$ cat src/rtl/arb_mon_pkg.sv
// Shared types for the arbiter protocol monitor: error codes, channel FSM states
// and counter width default.
package arb_mon_pkg;

  localparam int NUM_ERR   = 6;
  localparam int CNT_W_DEF = 16;

  typedef enum logic [2:0] {
    E_RSTGNT  = 3'd0,
    E_ONEHOT  = 3'd1,
    E_NOREQ   = 3'd2,
    E_SHORT   = 3'd3,
    E_OVERRUN = 3'd4,
    E_STARVE  = 3'd5
  } err_code_e;

  typedef enum logic [1:0] {
    S_IDLE = 2'd0,
    S_HOLD = 2'd1,
    S_FREE = 2'd2
  } chan_state_e;

endpackage

$ cat src/rtl/arb_mon_chan.sv
// Per-channel grant-hold FSM, starvation counter and optional completed-grant
// counter (built only with ARB_MON_COVER_EN). Error flags refer to the current sampled cycle.
module arb_mon_chan
  import arb_mon_pkg::*;
#(
  parameter int GRANT_LEN    = 16,
  parameter int STARVE_LIMIT = 64,
  parameter int CNT_W        = CNT_W_DEF
) (
  input  logic             clk,
  input  logic             reset,
  input  logic             req,
  input  logic             gnt,
  input  logic             other_req,
  output logic             noreq_err,
  output logic             short_err,
  output logic             overrun_err,
  output logic             starve_err,
  output logic [CNT_W-1:0] cov
);

  localparam int RUN_W = $clog2(GRANT_LEN + 1);
  localparam int ST_W  = $clog2(STARVE_LIMIT + 1);
  localparam logic [RUN_W-1:0] RUN_MAX  = RUN_W'(GRANT_LEN);
  localparam logic [RUN_W-1:0] RUN_ONE  = {{(RUN_W-1){1'b0}}, 1'b1};
  localparam logic [RUN_W-1:0] RUN_ZERO = {RUN_W{1'b0}};
  localparam logic [ST_W-1:0]  ST_MAX   = ST_W'(STARVE_LIMIT);
  localparam logic [ST_W-1:0]  ST_ONE   = {{(ST_W-1){1'b0}}, 1'b1};
  localparam logic [ST_W-1:0]  ST_ZERO  = {ST_W{1'b0}};

  chan_state_e      state_r, state_s;
  logic [RUN_W-1:0] run_r, run_s;
  logic [ST_W-1:0]  st_r, st_s;
  logic             ovr_done_r, ovr_done_s;
  logic             done_s;

  // State register: FSM, run length, overrun-reported flag, starvation count
  always_ff @(posedge clk) begin
    if (!reset) begin
      state_r    <= S_IDLE;
      run_r      <= RUN_ZERO;
      st_r       <= ST_ZERO;
      ovr_done_r <= 1'b0;
    end else begin
      state_r    <= state_s;
      run_r      <= run_s;
      st_r       <= st_s;
      ovr_done_r <= ovr_done_s;
    end
  end

  // Next-state logic for the grant FSM and the starvation counter
  always_comb begin
    state_s    = state_r;
    run_s      = run_r;
    ovr_done_s = ovr_done_r;
    done_s     = 1'b0;
    case (state_r)
      S_IDLE: begin
        if (gnt) begin
          run_s      = RUN_ONE;
          state_s    = (RUN_ONE == RUN_MAX) ? S_FREE : S_HOLD;
          ovr_done_s = 1'b0;
        end else begin
          run_s = RUN_ZERO;
        end
      end
      S_HOLD: begin
        if (gnt) begin
          run_s = run_r + RUN_ONE;
          if (run_s == RUN_MAX) begin
            state_s = S_FREE;
          end else begin
            state_s = S_HOLD;
          end
        end else begin
          state_s = S_IDLE;
          run_s   = RUN_ZERO;
        end
      end
      S_FREE: begin
        if (!gnt) begin
          state_s    = S_IDLE;
          run_s      = RUN_ZERO;
          ovr_done_s = 1'b0;
          done_s     = 1'b1;
        end else if (other_req) begin
          ovr_done_s = 1'b1;
        end else begin
          ovr_done_s = ovr_done_r;
        end
      end
      default: begin
        state_s    = S_IDLE;
        run_s      = RUN_ZERO;
        ovr_done_s = 1'b0;
      end
    endcase

    if (req && !gnt) begin
      if (st_r != ST_MAX) begin
        st_s = st_r + ST_ONE;
      end else begin
        st_s = st_r;
      end
    end else begin
      st_s = ST_ZERO;
    end
  end

  // Error flags decoded from current state and sampled inputs
  always_comb begin
    noreq_err   = gnt & ~req;
    short_err   = (state_r == S_HOLD) & ~gnt & req;
    overrun_err = (state_r == S_FREE) & gnt & other_req & ~ovr_done_r;
    starve_err  = (st_s == ST_MAX) & (st_r != ST_MAX);
  end

`ifdef ARB_MON_COVER_EN
  localparam logic [CNT_W-1:0] CNT_MAX = {CNT_W{1'b1}};
  localparam logic [CNT_W-1:0] CNT_ONE = {{(CNT_W-1){1'b0}}, 1'b1};
  logic [CNT_W-1:0] cov_r;

  // Saturating count of grants that ran to full length and were released
  always_ff @(posedge clk) begin
    if (!reset) begin
      cov_r <= {CNT_W{1'b0}};
    end else if (done_s && (cov_r != CNT_MAX)) begin
      cov_r <= cov_r + CNT_ONE;
    end else begin
      cov_r <= cov_r;
    end
  end

  assign cov = cov_r;
`else
  logic unused_done_s;
  assign unused_done_s = done_s;
  assign cov           = {CNT_W{1'b0}};
`endif

endmodule

$ cat src/rtl/arb_protocol_monitor.sv
// Passive req/gnt protocol monitor for an N-requester grant-hold arbiter.
// Define ARB_MON_COVER_EN to build the per-channel completed-grant counters on gnt_cov.
module arb_protocol_monitor
  import arb_mon_pkg::*;
#(
  parameter int N_REQ        = 4,
  parameter int GRANT_LEN    = 16,
  parameter int STARVE_LIMIT = 64,
  parameter int CNT_W        = CNT_W_DEF
) (
  input  logic                     clk,
  input  logic                     reset,
  input  logic [N_REQ-1:0]         req,
  input  logic [N_REQ-1:0]         gnt,
  output logic                     err_valid,
  output logic [2:0]               err_code,
  output logic [$clog2(N_REQ)-1:0] err_chan,
  output logic [NUM_ERR-1:0]       err_sticky,
  output logic [CNT_W-1:0]         err_count,
  output logic [N_REQ*CNT_W-1:0]   gnt_cov
);

  localparam int CH_W = $clog2(N_REQ);
  localparam logic [N_REQ-1:0] ONE_VEC = {{(N_REQ-1){1'b0}}, 1'b1};
  localparam logic [CNT_W-1:0] CNT_MAX = {CNT_W{1'b1}};
  localparam logic [CNT_W-1:0] CNT_ONE = {{(CNT_W-1){1'b0}}, 1'b1};

  function automatic logic [CH_W-1:0] first_chan(input logic [N_REQ-1:0] v);
    logic [CH_W-1:0] idx;
    logic            found;
    idx   = {CH_W{1'b0}};
    found = 1'b0;
    for (int k = 32'sd0; k < N_REQ; k++) begin
      if (v[k] && !found) begin
        idx   = CH_W'(k);
        found = 1'b1;
      end else begin
        idx = idx;
      end
    end
    return idx;
  endfunction

  logic                 rst_exit_r;
  logic [N_REQ-1:0]     other_req_s, noreq_s, short_s, overrun_s, starve_s;
  logic [CNT_W-1:0]     cov_s [N_REQ];
  logic [NUM_ERR-1:0]   err_vec_s;
  logic                 multi_gnt_s;
  err_code_e            code_s;
  logic [CH_W-1:0]      chan_s;

  for (genvar g = 0; g < N_REQ; g++) begin : g_chan
    assign other_req_s[g] = |(req & ~(ONE_VEC << g));

    arb_mon_chan #(
      .GRANT_LEN   (GRANT_LEN),
      .STARVE_LIMIT(STARVE_LIMIT),
      .CNT_W       (CNT_W)
    ) u_chan (
      .clk        (clk),
      .reset      (reset),
      .req        (req[g]),
      .gnt        (gnt[g]),
      .other_req  (other_req_s[g]),
      .noreq_err  (noreq_s[g]),
      .short_err  (short_s[g]),
      .overrun_err(overrun_s[g]),
      .starve_err (starve_s[g]),
      .cov        (cov_s[g])
    );

    assign gnt_cov[g*CNT_W +: CNT_W] = cov_s[g];
  end

  // x & (x-1) is non-zero exactly when more than one bit of x is set
  assign multi_gnt_s = |(gnt & (gnt - ONE_VEC));
  assign err_vec_s   = {|starve_s, |overrun_s, |short_s, |noreq_s, multi_gnt_s,
                        rst_exit_r & (|gnt)};

  // Priority encode: lowest code wins, lowest channel within a code
  always_comb begin
    code_s = E_RSTGNT;
    chan_s = {CH_W{1'b0}};
    if (err_vec_s[0]) begin
      code_s = E_RSTGNT;
    end else if (err_vec_s[1]) begin
      code_s = E_ONEHOT;
    end else if (err_vec_s[2]) begin
      code_s = E_NOREQ;
      chan_s = first_chan(noreq_s);
    end else if (err_vec_s[3]) begin
      code_s = E_SHORT;
      chan_s = first_chan(short_s);
    end else if (err_vec_s[4]) begin
      code_s = E_OVERRUN;
      chan_s = first_chan(overrun_s);
    end else if (err_vec_s[5]) begin
      code_s = E_STARVE;
      chan_s = first_chan(starve_s);
    end else begin
      code_s = E_RSTGNT;
      chan_s = {CH_W{1'b0}};
    end
  end

  // Output registers and reset-exit tracking
  always_ff @(posedge clk) begin
    if (!reset) begin
      rst_exit_r <= 1'b1;
      err_valid  <= 1'b0;
      err_code   <= 3'd0;
      err_chan   <= {CH_W{1'b0}};
      err_sticky <= {NUM_ERR{1'b0}};
      err_count  <= {CNT_W{1'b0}};
    end else begin
      rst_exit_r <= 1'b0;
      err_valid  <= |err_vec_s;
      err_code   <= code_s;
      err_chan   <= chan_s;
      err_sticky <= err_sticky | err_vec_s;
      if ((|err_vec_s) && (err_count != CNT_MAX)) begin
        err_count <= err_count + CNT_ONE;
      end else begin
        err_count <= err_count;
      end
    end
  end

endmodule

$ cat config.mk
export PLATFORM = sky130hd
export DESIGN_NAME = arb_protocol_monitor
export DESIGN_NICKNAME = d
export VERILOG_FILES = /design/src/rtl/arb_mon_pkg.sv /design/src/rtl/arb_mon_chan.sv /design/src/rtl/arb_protocol_monitor.sv
export SDC_FILE = /design/constraint.sdc
export NUM_CORES = 1
export LEC_CHECK = 0
export ABC_AREA = 1
export CORE_MARGIN = 2
export CORE_UTILIZATION = 53
export DETAILED_ROUTE_END_ITERATION = 16
export GPL_TIMING_DRIVEN = 0
export PLACE_DENSITY = 0.82
export SYNTH_ARGS = -nofsm -noshare
export SYNTH_HDL_FRONTEND = slang
export SYNTH_SLANG_ARGS = --single-unit
$ cat constraint.sdc
create_clock -name clk -period 2.3 [get_ports clk]
set_clock_uncertainty 0.1 [all_clocks]
set_input_delay 0.23 -clock clk [delete_from_list [all_inputs] [get_ports clk]]
set_output_delay 0.23 -clock clk [all_outputs]
set_load 0.03 [all_outputs]
==> impl_metrics.yaml, run 1 <==
route:
  vias_per_cell: 4.802
  first_iter_violations: 230
  vias: 4768
  drtPass1Iterations: 5
  detail-route-antenna-nets: 0
  wl_per_cell_microns: 11.43
  routed_wl_microns: 11350
  drc_errors: 0
clock_tree:
  clk_path_buf_depth: 2
  clock_sinks: 89
  htreeDepth: 3
  clock_latency_ps: 370
  clkSlewWorstSetupHoldPaths_ps: 90
  cts_tree: "done"
  cts-root-buf: "clkbuf_8"
  cts_buffers: 9
yosys:
  seq_area_frac_synth_pct: 33.82
  synth_edf_count: 0
  ys_async_sr_fraction_pct: 0
  synthCells: 740
  syn_area_sq_um: 5269
  postSynthAreaPerCell_sq_um: 7.120
  synth_cell_type_count: 50
  ys.warnings.count: 0
  synth_seq_cells: 89
  synth_flop_cell: "dfxtp_1"
global_routing:
  grt_max_degree: 15
  track_usage_pct: 20.24
  grt_pass1_vias: 4087
  antenna_found_initial: 0
  grt_pass1_wl_microns: 18200
  grt_overflow: 0
layout:
  postLayoutCoreUtil_pct: 66.19
  layout.nets: 880
  n_antenna_cell: 0
  drive_above_1_share_pct: 18.84
  fillCellCount: 874
  area_growth_pct: 22.23
  final_common_cell: "nand2_1"
  layout_common_cells: "nand2_1, nor2_1, dfxtp_1"
worst_setup_path:
  cp_data_required_time_ps: 2460
  critPathCaptureType: "register"
  crit_slowest_cell: "dfxtp_2"
  cp_max_fo: 4
  crit_path_max_incr_delay_ps: 350
  worst_ep_arrival_time_ps: 2340
  start_kind: "register"
  path_cells: "ha_1 -> or2_0 -> nand3_1 -> nand2_1 -> nor2_1 -> nand3_2 -> nor2_4 -> nor2_4 -> nand3_4 -> nand2_8 -> buf_4 -> o21ai_0 -> nor2_1"
  worstSetupPathType: "reg2reg"
die:
  die_x_microns: 103.7
  std_cell_rows: 36
  core_sq_um: 9729
  start_util_pct: 54.15
  dieArea_sq_um: 10750
  die_y_microns: 103.7
  ios: 102
timing:
  setup-violations-final: 0
  fin_crit_sh_pct: 94.61
  timing.final.hold_violations: 0
  maxSlewViolCount: 0
  period_minus_slack_ps: 2176
  fmax_ghz: 0.4595
  tightest_slew_ps: 640.6
  fin_hold_ws_ps: 64.62
  slew_headroom_pct: 57.29
placement:
  hpwl_microns: 8214
  io_buffers: 36
  gp_congestion: 0.8773
status:
  status: "finished, final reports clean"
min_path:
  hold_path_class: "in2reg"
run:
  maxCapViolCount: 0
pwr:
  leakage_nw: 2.813
  vdd_ir_drop_max_v: 0.0002519
  p_per_area_nw_per_um2: 514.4
-- flip-flops by register name, summed over array words and instances, names as in the netlist --
signal and flops:
err_valid 1, g_chan.u_chan.st_r 28, rst_exit_r 1, err_count 16, err_sticky 6, g_chan.u_chan.run_r 20, g_chan.u_chan.state_r 8, err_chan 2
g_chan.u_chan.ovr_done_r 4, err_code 3
-- critical path: cells and delay by family, from the launching register on --
kind | cells | cell delay [ps]
buf+inv | 1 | 150
fa+ha+maj | 1 | 240
compound gates | 1 | 150
simple gates | 10 | 1090
flops | 1 | 350
-- routing by layer --
metal	wire length, microns	part of all wire, %	vias to the layer above	track usage, %
li1	-	-	2493	-
met1	5155	45	2150	25.70
met2	5437	48	114	34.72
met3	615	5.4	11	3.776
met4	138	1.2	0	6.564
met5	0	0	-	0
-- through the flow --
stage | instances | TNS, ps | cell area, sq um | worst slack [ps] | power [W]
5_1_grt | 993 | -94.89 | 6440 | -27.14 | 0.003421
2_1_floorplan | 803 | 0 | 5505 | 255.0 | 0.002010
3_5_place_dp | 972 | -7777 | 6032 | -495.0 | 0.002108
4_1_cts | 988 | 0 | 6270 | 2.739 | 0.003304
6_report | 993 | 0 | 6440 | 123.9 | 0.003313
3_3_place_gp | 972 | -6301 | 6032 | -424.6 | 0.002103
-- cell type report --
type / count / area [sq um] / area share (%)
timing repair buffer: 42 / 412.9 / 6.411
tap: 133 / 166.4 / 2.584
sequential: 89 / 1794 / 27.86
multi-input combinational: 554 / 2957 / 45.91
buffer: 75 / 556.8 / 8.646
clock inverter: 5 / 77.57 / 1.205
clock buffer: 11 / 151.4 / 2.351
inverter: 84 / 324.1 / 5.032
-- power breakdown --
| part | internal (W) | switching, W |
|---|---|---|
| sequential | 0.00157 | 0.0000273 |
| combinational | 0.000165 | 0.000330 |
| clock | 0.000667 | 0.000556 |
| total | 0.00240 | 0.000913 |
-- final timing paths --
path,startpoint,end,slack [ps],cells after the start
setup / recovery,g_chan[1].u_chan.st_r[0],err_count[1],120,13
hold / removal,gnt[1],g_chan[1].u_chan.run_r[0],60,3
setup reg to reg,g_chan[1].u_chan.st_r[0],err_count[1],120,13
hold reg to reg,err_sticky[2],err_sticky[2],350,2
-- repair_timing --
item	CTS	global route
pin swaps	1	8
cloned	0	0
buffers inserted	0	6
endpoints found under the setup margin	12	19
resized for setup	4	40
hold buffers	0	0
-- synthesized netlist by cell type, drive strengths merged, types with 4 or more instances --
cell    count  area (sq um)
a21oi      48         277.8
inv        83         316.5
dfxtp      89          1782
nand4      12         75.07
a31oi       4         25.02
nor3       19         127.6
ha         15         187.7
buf        71         539.3
o21ai      17         85.08
nand2     159         655.6
nand3      66         347.8
xnor2      10         87.58
xor2       13         113.9
nor2      101         414.1
clkbuf      5         28.77
-- kinds of logic after synthesis --
| group | synth area share, % |
|---|---|
| AND/OR/NAND/NOR | 32.08 |
| XOR/XNOR | 3.823 |
| AO/OA/AOI/OAI | 9.760 |
| buffers and inverters | 16.88 |
| flip-flops | 33.82 |
| adder cells (fa/ha/maj) | 3.562 |
| other | 0.07117 |
Power figures use the tool's default switching activity.
==> run 2: changes to the inputs <==
--- a/config.mk
+++ b/config.mk
@@ -14,3 +14,4 @@
 export SYNTH_ARGS = -nofsm -noshare
 export SYNTH_HDL_FRONTEND = slang
 export SYNTH_SLANG_ARGS = --single-unit
+export TNS_END_PERCENT = 50
==> results of run 2 <==
No change in the layout: final DEF, timing and power equal those of run 1.
==> run 3: changes to the inputs <==
==> constraint.sdc (replaced) <==
create_clock -name clk -period 2.3 [get_ports clk]
set_clock_uncertainty 0.1 [all_clocks]
set_input_delay 0.23 -clock clk [delete_from_list [all_inputs] [get_ports clk]]
set_output_delay 0.23 -clock clk [all_outputs]
set_load 0.01 [all_outputs]
==> results of run 3 <==
The final DEF is identical to that of run 1. Status: finished, final reports clean.
Among the figures that moved: total power 0.003313 W -> 0.003197 W; worst IR drop on VDD 0.0002519 V -> 0.0002514 V
